**src/rtl/dac_sample_scheduler.sv**
```systemverilog
// Sample-rate scheduler for a delta-sigma DAC: it paces samples with a sample tick, applies a click-free gain ramp, and counts underruns.
// Define DAC_SCHED_FIFO_EN to get a 4-entry input FIFO; without it the buffer is a single holding register.
module dac_sample_scheduler #(
  parameter int CLKS_PER_SAMPLE = 2083,
  parameter int RAMP_STEP       = 1
) (
  input  logic        clk,
  input  logic        rst_n,
  input  logic        enable,
  input  logic [15:0] in_sample,
  input  logic        in_valid,
  output logic        in_ready,
  output logic [15:0] dac_sample,
  output logic        sample_tick,
  output logic        running,
  output logic        underrun,
  output logic [7:0]  underrun_count
);

  localparam int CW = (CLKS_PER_SAMPLE > 1) ? $clog2(CLKS_PER_SAMPLE) : 1;
  localparam logic [9:0] STEP = 10'(RAMP_STEP);

  typedef enum logic [1:0] {IDLE, RAMP_UP, RUN, RAMP_DOWN} state_t;

  state_t      state, state_nx, eff_state;
  logic [8:0]  gain, gain_nx;
  logic [9:0]  up_sum;
  logic [8:0]  down_val;
  logic [CW-1:0] cnt;
  logic        tick, tick_d;
  logic        flush, push, pop, empty, full;
  logic [15:0] head, cur_sample;
  logic signed [24:0] prod;

  assign tick        = (cnt == CW'(CLKS_PER_SAMPLE - 1));
  assign sample_tick = tick;
  assign running     = (state == RUN);

  always_ff @(posedge clk or negedge rst_n) begin
    if (!rst_n)    cnt <= '0;
    else if (tick) cnt <= '0;
    else           cnt <= cnt + CW'(1);
  end

  assign up_sum   = {1'b0, gain} + STEP;
  assign down_val = ({1'b0, gain} <= STEP) ? 9'd0 : 9'({1'b0, gain} - STEP);

  // The enable request is resolved first; a coincident tick then follows the new state's gain rule.
  always_comb begin
    eff_state = state;
    state_nx  = state;
    gain_nx   = gain;
    flush     = 1'b0;
    case (state)
      IDLE:          if (enable)  eff_state = RAMP_UP;
      RAMP_UP, RUN:  if (!enable) eff_state = RAMP_DOWN;
      RAMP_DOWN:     if (enable)  eff_state = RAMP_UP;
      default:       eff_state = IDLE;
    endcase
    state_nx = eff_state;
    if (tick) begin
      case (eff_state)
        RAMP_UP: begin
          gain_nx = (up_sum >= 10'd256) ? 9'd256 : up_sum[8:0];
          if (up_sum >= 10'd256) state_nx = RUN;
        end
        RUN: gain_nx = 9'd256;
        RAMP_DOWN: begin
          gain_nx = down_val;
          if (down_val == 9'd0) begin
            state_nx = IDLE;
            flush    = 1'b1;
          end
        end
        default: gain_nx = '0;
      endcase
    end
  end

  always_ff @(posedge clk or negedge rst_n) begin
    if (!rst_n) begin
      state <= IDLE;
      gain  <= '0;
    end else begin
      state <= state_nx;
      gain  <= gain_nx;
    end
  end

  assign in_ready = (state != IDLE) && !full;
  assign push     = in_valid && in_ready;
  assign pop      = tick && (eff_state != IDLE) && !empty;
  assign underrun = tick && (eff_state == RUN) && empty;

`ifdef DAC_SCHED_FIFO_EN
  logic [15:0] mem [4];
  logic [1:0]  wr_ptr, rd_ptr;
  logic [2:0]  count;

  assign empty = (count == 3'd0);
  assign full  = (count == 3'd4);
  assign head  = mem[rd_ptr];

  always_ff @(posedge clk) begin
    if (push) mem[wr_ptr] <= in_sample;
  end

  always_ff @(posedge clk or negedge rst_n) begin
    if (!rst_n) begin
      wr_ptr <= '0;
      rd_ptr <= '0;
      count  <= '0;
    end else if (flush) begin
      wr_ptr <= '0;
      rd_ptr <= '0;
      count  <= '0;
    end else begin
      if (push) wr_ptr <= wr_ptr + 2'd1;
      if (pop)  rd_ptr <= rd_ptr + 2'd1;
      case ({push, pop})
        2'b10:   count <= count + 3'd1;
        2'b01:   count <= count - 3'd1;
        default: count <= count;
      endcase
    end
  end
`else
  logic        hold_valid;
  logic [15:0] hold_data;

  assign empty = !hold_valid;
  assign full  = hold_valid;
  assign head  = hold_data;

  always_ff @(posedge clk or negedge rst_n) begin
    if (!rst_n) begin
      hold_valid <= 1'b0;
      hold_data  <= '0;
    end else if (flush) begin
      hold_valid <= 1'b0;
    end else if (push) begin
      hold_valid <= 1'b1;
      hold_data  <= in_sample;
    end else if (pop) begin
      hold_valid <= 1'b0;
    end
  end
`endif

  assign prod = $signed({{9{cur_sample[15]}}, cur_sample}) * $signed({16'd0, gain});

  always_ff @(posedge clk or negedge rst_n) begin
    if (!rst_n) begin
      cur_sample     <= '0;
      tick_d         <= 1'b0;
      dac_sample     <= '0;
      underrun_count <= '0;
    end else begin
      tick_d <= tick;
      if (pop) cur_sample <= head;
      if (state == IDLE)  dac_sample <= '0;
      else if (tick_d)    dac_sample <= 16'(prod >>> 8);
      if (underrun && underrun_count != 8'hFF) underrun_count <= underrun_count + 8'd1;
    end
  end

endmodule
```
**config.mk**
```make
export PLATFORM = sky130hd
export DESIGN_NAME = dac_sample_scheduler
export DESIGN_NICKNAME = d
export VERILOG_FILES = /design/src/rtl/dac_sample_scheduler.sv
export SDC_FILE = /design/constraint.sdc
export NUM_CORES = 1
export LEC_CHECK = 0
export CORE_MARGIN = 5
export CORE_UTILIZATION = 56
export DETAILED_ROUTE_END_ITERATION = 10
export GPL_TIMING_DRIVEN = 0
export PLACE_DENSITY_LB_ADDON = 0.15
export SYNTH_ARGS = -nofsm -noshare
export SYNTH_HDL_FRONTEND = slang
export SYNTH_SLANG_ARGS = --single-unit
```
**constraint.sdc**
```tcl
create_clock -name clk -period 5.96 [get_ports clk]
set_input_delay 0.596 -clock clk [delete_from_list [all_inputs] [get_ports clk]]
set_output_delay 0.596 -clock clk [all_outputs]
set_load 0.1 [all_outputs]
```
==> flow_summary.yaml, run 1 <==
synthesis:
  synth_seq_cells: 81
  syn_nets: 1121
  synthArstFlopShare_pct: 100
  syn_inst: 929
  seq_area_frac_synth_pct: 23.0
  synthesis.area_um2: 8830
  synthTopCellsByArea: "fa_1, dfrtp_1, ha_1, inv_1, and2_1"
  synthDistinctLibCells: 61
  synth.top_cell.area_share_pct: 25.8
  synth-edff-count: 0
  ys.flop_type: "dfrtp_1"
  synth_top_area_cell: "fa_1"
  avgSynthCellArea_um2: 9.51
  yosysWarningCount: 0
die:
  io_pins: 48
  dieArea_um2: 18400
  coreArea_um2: 15700
  initial_core_util_pct: 56.4
  dieHeight_um: 136
  fp-row-count: 46
  chipWidth_um: 136
global_routing:
  grt_max_degree: 43
  overflow: 0
  grt_pass1_wl_um: 33500
  antenna_found_initial: 0
  grt_pass1_vias: 6769
  grtUsageTotal_pct: 22.9
cells_and_area:
  final_cell_mix: "inv_1, fa_1, nand2_1"
  fin_cells: 1196
  final_util_pct: 62.9
  antenna_cells: 0
  layout-drive-gt1-share_pct: 8.27
  nets: 1167
  final_common_cell: "inv_1"
  fillers: 1371
  syn_to_final_growth_pct: 11.5
critical_path:
  cp-start-kind: "flop"
  reg2reg_from: "gain[3]$_DFFE_PN0P_"
  critPathCaptureType: "flop"
  crit_arrival_ps: 5950
  worstPathRequired_ps: 6200
  crit_start: "gain[3]$_DFFE_PN0P_"
  path_class: "reg2reg"
  crit_path_max_fanout: 10
timing:
  maxSlewViolCount: 0
  slew_headroom_pct: 33.3
  hold_viol: 0
  rsz0062_at_grt: "false"
  tightest_slew_ps: 998
  whs_ps: 225
  fmax_ghz: 0.175
  period_needed_ps: 5720
  skew_ps: 6.61
  setup_violations: 0
  period_share_pct: 95.9
  fin_tns_setup_ps: 0
clock_tree:
  htree_levels: 3
  cts.sinks: 81
  cts_hold_buf: 0
  path_clk_slew_ps: 70
  cts_buffers: 9
  tritoncts: "built"
  root_buffer: "clkbuf_16"
  clockBufferDepth: 2
  post-cts-setup-buffers: 0
  clock_latency_ps: 350
placed_design:
  placedCellCount: 1193
  gp_congestion: 0.925
  hpwl_um: 15100
  port_buffers: 47
job:
  cap_violations: 0
power_and_ir_drop:
  p_total_w: 0.00130
  p_leak_nw: 4.96
  peakVddDrop_uv: 126
  power.density_nw_per_um2: 132
route:
  route.detailed.wl_per_inst_um: 15.9
  drt.antenna.violating_nets: 0
  vias_per_cell: 5.33
  route.vias.total: 6369
  wl_um: 19100
  drc: 0
  first_pass_iters: 6
  drtIter0Drc: 338
status:
  status: "finished clean"
worst_hold_path:
  hold_class: "in2async"
[worst paths after layout]
path | end | slack (ps) | cells after the start
hold / removal | cnt[10]$_DFF_PN0_ | 220 | 1
setup / recovery | dac_sample[10]$_DFFE_PN0P_ | 240 | 18
max in group asynchronous | gain[7]$_DFFE_PN0P_ | 5120 | 2
hold reg to reg | dac_sample[15]$_DFFE_PN0P_ | 480 | 2
setup reg to reg | dac_sample[10]$_DFFE_PN0P_ | 240 | 18
min in group clk | dac_sample[15]$_DFFE_PN0P_ | 480 | 2
[kinds of logic (layout without fill, tap and decap cells)]
| group | after synthesis | in the layout | synth area share, % |
|---|---|---|---|
| AND/OR/NAND/NOR | 318 | 318 | 18.5 |
| AO/OA/AOI/OAI | 100 | 100 | 7.86 |
| XOR/XNOR | 31 | 31 | 3.07 |
| multiplexers | 38 | 38 | 5.19 |
| buffers and inverters | 189 | 240 | 8.32 |
| adder cells (fa/ha/maj) | 172 | 172 | 34.1 |
| flip-flops | 81 | 81 | 23.0 |
[sequential cells by signal, indices dropped and copies added (netlist names)]
signal / flops
tick_d: 1
state: 2
cnt: 12
full: 1
underrun_count: 8
head: 16
cur_sample: 16
dac_sample: 16
gain: 9
[synthesized netlist by cell type (6+ instances only)]
master and instances:
inv_1 145, fa_1 114, nand2_1 106, dfrtp_1 81
and2_1 73, ha_1 58, nor2_1 37, clkbuf_1 32
mux2_2 26, a21oi_1 25, xnor2_1 24, o21ai_0 22
nand3_1 20, nor3_1 15, and3_1 12, nand4_1 10
mux2_4 9, nand3b_1 8, o211ai_1 8, or3_1 7
xor2_1 7, a31oi_1 6, nand2b_1 6, o21a_1 6
[cell type report]
class / count / area [um^2] / share of cell area, %
Buffer: 31 / 154 / 1.56
Clock buffer: 10 / 229 / 2.32
Clock inverter: 6 / 48.8 / 0.495
Inverter: 145 / 544 / 5.53
Multi-Input combinational cell: 659 / 6080 / 61.7
Sequential cell: 81 / 2030 / 20.7
Tap cell: 216 / 270 / 2.74
Timing Repair Buffer: 48 / 488 / 4.95
[worst max-delay path, cell delays in order (launching register included)]
cell     delay [ps]
dfrtp_2         420
buf_4           200
buf_4           200
nand2_1          90
fa_1            540
inv_1            50
fa_1            540
fa_1            440
fa_1            540
inv_1            50
fa_1            530
inv_1            40
ha_1            340
or2_2           340
and3_1          210
o31ai_4         270
nand3_1         190
a211o_1         300
a221o_1         290
[metal layers]
| metal | global-route usage [%] | share of wire [%] | up-vias | wire length (um) |
|---|---|---|---|---|
| met3 | 4.20 | 5.8 | 33 | 1100 |
| met5 | 0 | 0 | - | 0 |
| met2 | 35.7 | 45 | 180 | 8560 |
| met1 | 32.2 | 47 | 3067 | 8920 |
| met4 | 8.45 | 2.5 | 0 | 479 |
| li1 | - | - | 3089 | - |
[stage by stage]
| stage | setup slack, ps | cell area (um^2) |
|---|---|---|
| 2_1_floorplan | 279 | 8830 |
| 3_3_place_gp | -397 | 9570 |
| 3_5_place_dp | -424 | 9590 |
| 4_1_cts | 18.5 | 9860 |
| 5_1_grt | 1.88 | 9850 |
| 6_report | 243 | 9850 |
[power breakdown]
group	total, W	switching, W	internal, W
clock network	0.000544	0.000257	0.000287
logic	0.000123	0.0000451	0.0000776
registers	0.000635	0.0000293	0.000606
total	0.00130	0.000331	0.000971
[what timing repair did]
action                                  4_1_cts  5_1_grt
pin swaps                                     0        1
hold endpoints to repair                      0        0
endpoints found under the setup margin       11       11
gates resized for setup                       8       11
No activity file was read; power rests on OpenSTA's default activity.
==> inputs of run 2 (changes only) <==
Settings changed: CORE_UTILIZATION 56 to 45, DONT_BUFFER_PORTS from default to 1.
==> run 2 against run 1 <==
Combinational power shrank 11%; wire length grew 3.4%; design area shrank 3.2%; maximum frequency is essentially flat; largest power group unchanged; highest routed layer unchanged.
==> flow_summary.yaml, run 2 (synthesized netlist as in run 1, its figures left out) <==
power_and_ir_drop:
  p_leak_nw: 4.84
  power_frac_comb_pct: 8.4
  power.density_nw_per_um2: 137
  peakVddDrop_uv: 133
  p_switching_w: 0.000313
  seqPwrFrac_pct: 48.4
  pwr-share-clk_pct: 43.3
  p_sw_share_pct: 23.9
  internal_power_w: 0.000998
cells_and_area:
  layout-drive-gt1-share_pct: 9.82
  antenna_cells: 0
  fin_cells: 1202
  syn_to_final_growth_pct: 7.98
  final_common_cell: "inv_1"
  final_cell_mix: "inv_1, fa_1, nand2_1"
  nets: 1125
critical_path:
  path_class: "reg2reg"
  reg2reg_slack_ps: 240
  crit_chain: "buf_4 -> buf_6 -> nand2_1 -> fa_1 -> inv_1 -> fa_1 -> fa_1 -> fa_1 -> inv_1 -> fa_1 -> inv_1 -> ha_1 -> or2_2 -> and3_1 -> o31ai_4 -> a41oi_1 -> or4_1 -> nand3_1"
  slowest_delay_ps: 560
  slowest_stage: "fa_1"
  cp_top_family: "adder cells"
  cp-start-kind: "flop"
  critPathCaptureType: "flop"
  critPathMostFrequentCell: "fa_1"
  crit_arrival_ps: 6000
  path_buf_inv: 5
  crit_path_max_fanout: 10
  worstPathRequired_ps: 6240
timing:
  period_share_pct: 96.0
  period_needed_ps: 5720
  maxSlewViolCount: 0
  skew_ps: 10.1
  setup_violations: 0
  hold_viol: 0
  slew_headroom_pct: 25.1
  tightest_slew_ps: 1120
  fmax_ghz: 0.175
  worst_slack_ps: 238
die:
  dieHeight_um: 150
  io_pins: 48
  coreArea_um2: 19400
  fp-row-count: 51
  chipWidth_um: 150
  dieArea_um2: 22500
  initial_core_util_pct: 45.5
route:
  route.vias.total: 6164
  first_pass_iters: 5
  wl_met1_um: 9300
  wl_um: 19700
  drc: 0
  drt.antenna.violating_nets: 0
  route.detailed.wl_per_inst_um: 16.4
  highest_layer: "met4"
  drtIter0Drc: 314
  wl_met3_um: 1190
  vias_per_cell: 5.13
  met2_length_um: 8940
placed_design:
  placedCellCount: 1196
  gp_congestion: 0.862
  dp_worst_setup_slack_ps: -507
  port_buffers: 0
  hpwl_um: 15600
status:
  status: "finished clean"
clock_tree:
  cts.sinks: 81
  path_clk_slew_ps: 70
  tritoncts: "built"
  clock_latency_ps: 350
  clockBufferDepth: 2
  htree_levels: 3
  root_buffer: "clkbuf_16"
  cts_buffers: 9
global_routing:
  antenna_found_initial: 0
  overflow: 0
  grt_pass1_vias: 6521
  grt_max_degree: 82
  grt_pass1_wl_um: 33900
  grtUsageTotal_pct: 19.0
worst_hold_path:
  hold_class: "in2async"
job:
  cap_violations: 0
[run 2: area by class of cell]
type                    count  area [um^2]
well taps                 265          332
fillers                  1857         9860
clock inverters             6         67.6
flip-flops and latches     81         2030
repair buffers              6         70.1
multi-input cells         659         6110
clock buffers               9          225
inverters                 145          544
plain buffers              31          156
[run 2: repair_timing]
| action | 4_1_cts | 5_1_grt |
|---|---|---|
| endpoints found under the hold margin | 81 | 0 |
| pin swaps | 0 | 2 |
| hold buffers | 1 | 0 |
| setup buffers | 0 | 3 |
| gates resized for setup | 9 | 13 |
| cloned | 0 | 0 |
| setup endpoints to repair | 11 | 11 |
[run 2: final timing paths]
check / start / depth (start not counted) / endpoint
worst min-delay path: rst_n / 1 / dac_sample[2]$_DFFE_PN0P_
worst min register to register: head[5]$_DFFE_PN0P_ / 1 / cur_sample[5]$_DFFE_PN0P_
min in group clk: in_sample[15] / 1 / head[15]$_DFFE_PN0P_
worst max register to register: gain[3]$_DFFE_PN0P_ / 18 / dac_sample[15]$_DFFE_PN0P_
worst max-delay path: gain[3]$_DFFE_PN0P_ / 18 / dac_sample[15]$_DFFE_PN0P_
max in group asynchronous: rst_n / 1 / gain[3]$_DFFE_PN0P_
[run 2: power by group through the flow]
| stage | Combinational (W) | Sequential [W] | Clock [W] |
|---|---|---|---|
| floorplan | 0.0000883 | 0.000634 | 0 |
| global placement | 0.0000940 | 0.000644 | 0 |
| detailed placement | 0.0000973 | 0.000645 | 0 |
| CTS | 0.000112 | 0.000634 | 0.000588 |
| global route | 0.000119 | 0.000641 | 0.000610 |
| finish | 0.000110 | 0.000634 | 0.000567 |
[run 2: through the flow]
step | TNS [ps] | total power (W) | util [%] | hold slack, ps | instance area, um^2
final | 0 | 0.00131 | 49.2 | 121 | 9540
after global routing | -15.5 | 0.00137 | 49.2 | 161 | 9540
after CTS | 0 | 0.00133 | 49.0 | 143 | 9500
after detailed placement | -3430 | 0.000743 | 47.4 | 303 | 9190
after global placement | -2440 | 0.000738 | 47.2 | 303 | 9160
after floorplan | 0 | 0.000723 | - | 300 | 8830
[run 2: layer usage]
layer,global-route usage [%],up-vias
met5,0,-
met4,4.71,0
met3,5.12,18
met2,29.7,124
met1,26.5,3032
li1,-,2990
==> inputs of run 3 (changes only) <==
Settings changed: CORE_MARGIN 5 to default.
==> run 3 against run 2 <==
Global-route usage grew 2.3 points; wire length shrank 1.2%; critical path depth shrank 1.
==> flow_summary.yaml, run 3 (synthesized netlist as in run 1, its figures left out) <==
status:
  status: "finished clean"
critical_path:
  cp_top_family: "adder cells"
  critPathMostFrequentCell: "fa_1"
  worstPathRequired_ps: 6190
  cp-start-kind: "flop"
  critPathCaptureType: "flop"
  slowest_delay_ps: 560
  crit_path_max_fanout: 10
  crit_chain: "buf_2 -> nand2_1 -> fa_1 -> inv_1 -> fa_1 -> fa_1 -> fa_1 -> inv_1 -> fa_1 -> inv_1 -> ha_1 -> or2_2 -> and3_1 -> o31ai_4 -> nand3_2 -> a211o_1 -> a221o_1"
  crit_arrival_ps: 5980
  path_class: "reg2reg"
  path_buf_inv: 4
  slowest_stage: "fa_1"
timing:
  tightest_slew_ps: 999
  maxSlewViolCount: 0
  period_needed_ps: 5750
  period_share_pct: 96.4
  skew_ps: 9.40
  fin_tns_setup_ps: 0
  setup_violations: 0
  whs_ps: 128
  fmax_ghz: 0.174
  hold_viol: 0
  slew_headroom_pct: 33.4
clock_tree:
  clockBufferDepth: 2
  cts_buffers: 9
  path_clk_slew_ps: 60
  tritoncts: "built"
  cts.sinks: 81
  root_buffer: "clkbuf_16"
  htree_levels: 3
  clock_latency_ps: 350
placed_design:
  hpwl_um: 15200
  port_buffers: 0
  gp_congestion: 0.862
  dpl_cell_area_um2: 9210
  placedCellCount: 1192
global_routing:
  grtUsageMet1_pct: 28.6
  grtUsageTotal_pct: 21.4
  busiest_layer: "met2"
  met3_usage_pct: 4.88
  grt_pass1_wl_um: 33600
  grt_pass1_vias: 6600
  overflow: 0
  grt_max_degree: 82
  antenna_found_initial: 0
  grt_use_met2_pct: 34.6
cells_and_area:
  layout-drive-gt1-share_pct: 10.6
  final_util_pct: 50.6
  nets: 1130
  fin_cells: 1203
  syn_to_final_growth_pct: 8.63
  stdcell_area_um2: 9590
  final_cell_mix: "inv_1, fa_1, nand2_1"
  antenna_cells: 0
  final_common_cell: "inv_1"
die:
  dieArea_um2: 20200
  fp-row-count: 50
  initial_core_util_pct: 46.6
  dieHeight_um: 142
  chipWidth_um: 142
  io_pins: 48
  coreArea_um2: 19000
power_and_ir_drop:
  peakVddDrop_uv: 154
  p_leak_nw: 4.89
  power.density_nw_per_um2: 135
worst_hold_path:
  hold_class: "in2async"
job:
  cap_violations: 0
route:
  drc: 0
  route.vias.total: 6213
  drtIter0Drc: 273
  first_pass_iters: 6
  wl_um: 19500
  route.detailed.wl_per_inst_um: 16.2
  vias_per_cell: 5.16
  drt.antenna.violating_nets: 0
==> run 3: changes by cell type in the layout (fill, tap and decap cells not counted), sizes merged <==
cell      before  now
clkbuf        29   27
buf           17   24
bufinv         1    0
inv          147  149
clkinvlp       2    1
clkinv         1    2
==> run 3: layout make-up <==
cell class	count	area, um^2
Inverter	145	544
Clock buffer	9	225
Clock inverter	7	61.3
Sequential cell	81	2030
Tap cell	260	325
Buffer	31	165
Timing Repair Buffer	11	128
Multi-Input combinational cell	659	6110
Fill cell	1799	9360
==> run 3: path summary, 6_finish.rpt <==
check / startpoint / endpoint / slack, ps / depth (start not counted)
setup / recovery: gain[6]$_DFFE_PN0P_ / dac_sample[10]$_DFFE_PN0P_ / 210 / 17
hold / removal: rst_n / dac_sample[0]$_DFFE_PN0P_ / 130 / 1
setup reg to reg: gain[6]$_DFFE_PN0P_ / dac_sample[10]$_DFFE_PN0P_ / 210 / 17
hold reg to reg: head[4]$_DFFE_PN0P_ / cur_sample[4]$_DFFE_PN0P_ / 500 / 1
max in group asynchronous: rst_n / gain[7]$_DFFE_PN0P_ / 5460 / 1
min in group clk: in_sample[14] / head[14]$_DFFE_PN0P_ / 380 / 1
==> run 3: through the flow <==
step	worst slack (ps)	power, W
global placement	-467	0.000740
detailed placement	-532	0.000752
finish	212	0.00130
floorplan	279	0.000723
global route	-4.60	0.00136
CTS	66.0	0.00132
==> run 3: worst reg2reg max path: stages, from the launching register on <==
cell and delay (ps):
dfrtp_2 480, buf_2 290, nand2_1 110, fa_1 560, inv_1 60, fa_1 470
fa_1 520, fa_1 540, inv_1 50, fa_1 530, inv_1 40, ha_1 340
or2_2 330, and3_1 220, o31ai_4 330, nand3_2 170, a211o_1 300, a221o_1 290
==> run 3: timing repair <==
item,4_1_cts,5_1_grt
buffers inserted,0,7
pin swaps,0,1
resized for setup,12,16
endpoints found under the setup margin,11,11
hold endpoints to repair,81,0
hold buffers,1,0
gates cloned,0,0
==> run 3: metal layers <==
| layer | vias to the layer above | wire (um) |
|---|---|---|
| met5 | - | 0 |
| met4 | 0 | 347 |
| met3 | 27 | 1070 |
| met2 | 143 | 8900 |
| met1 | 3027 | 9150 |
| li1 | 3016 | - |
==> run 3: power breakdown <==
group	switching (W)	leakage [nW]	total (W)	internal, W
clock network	0.000253	0.140	0.000544	0.000291
logic	0.0000435	3.70	0.000116	0.0000721
registers	0.0000298	1.05	0.000636	0.000606
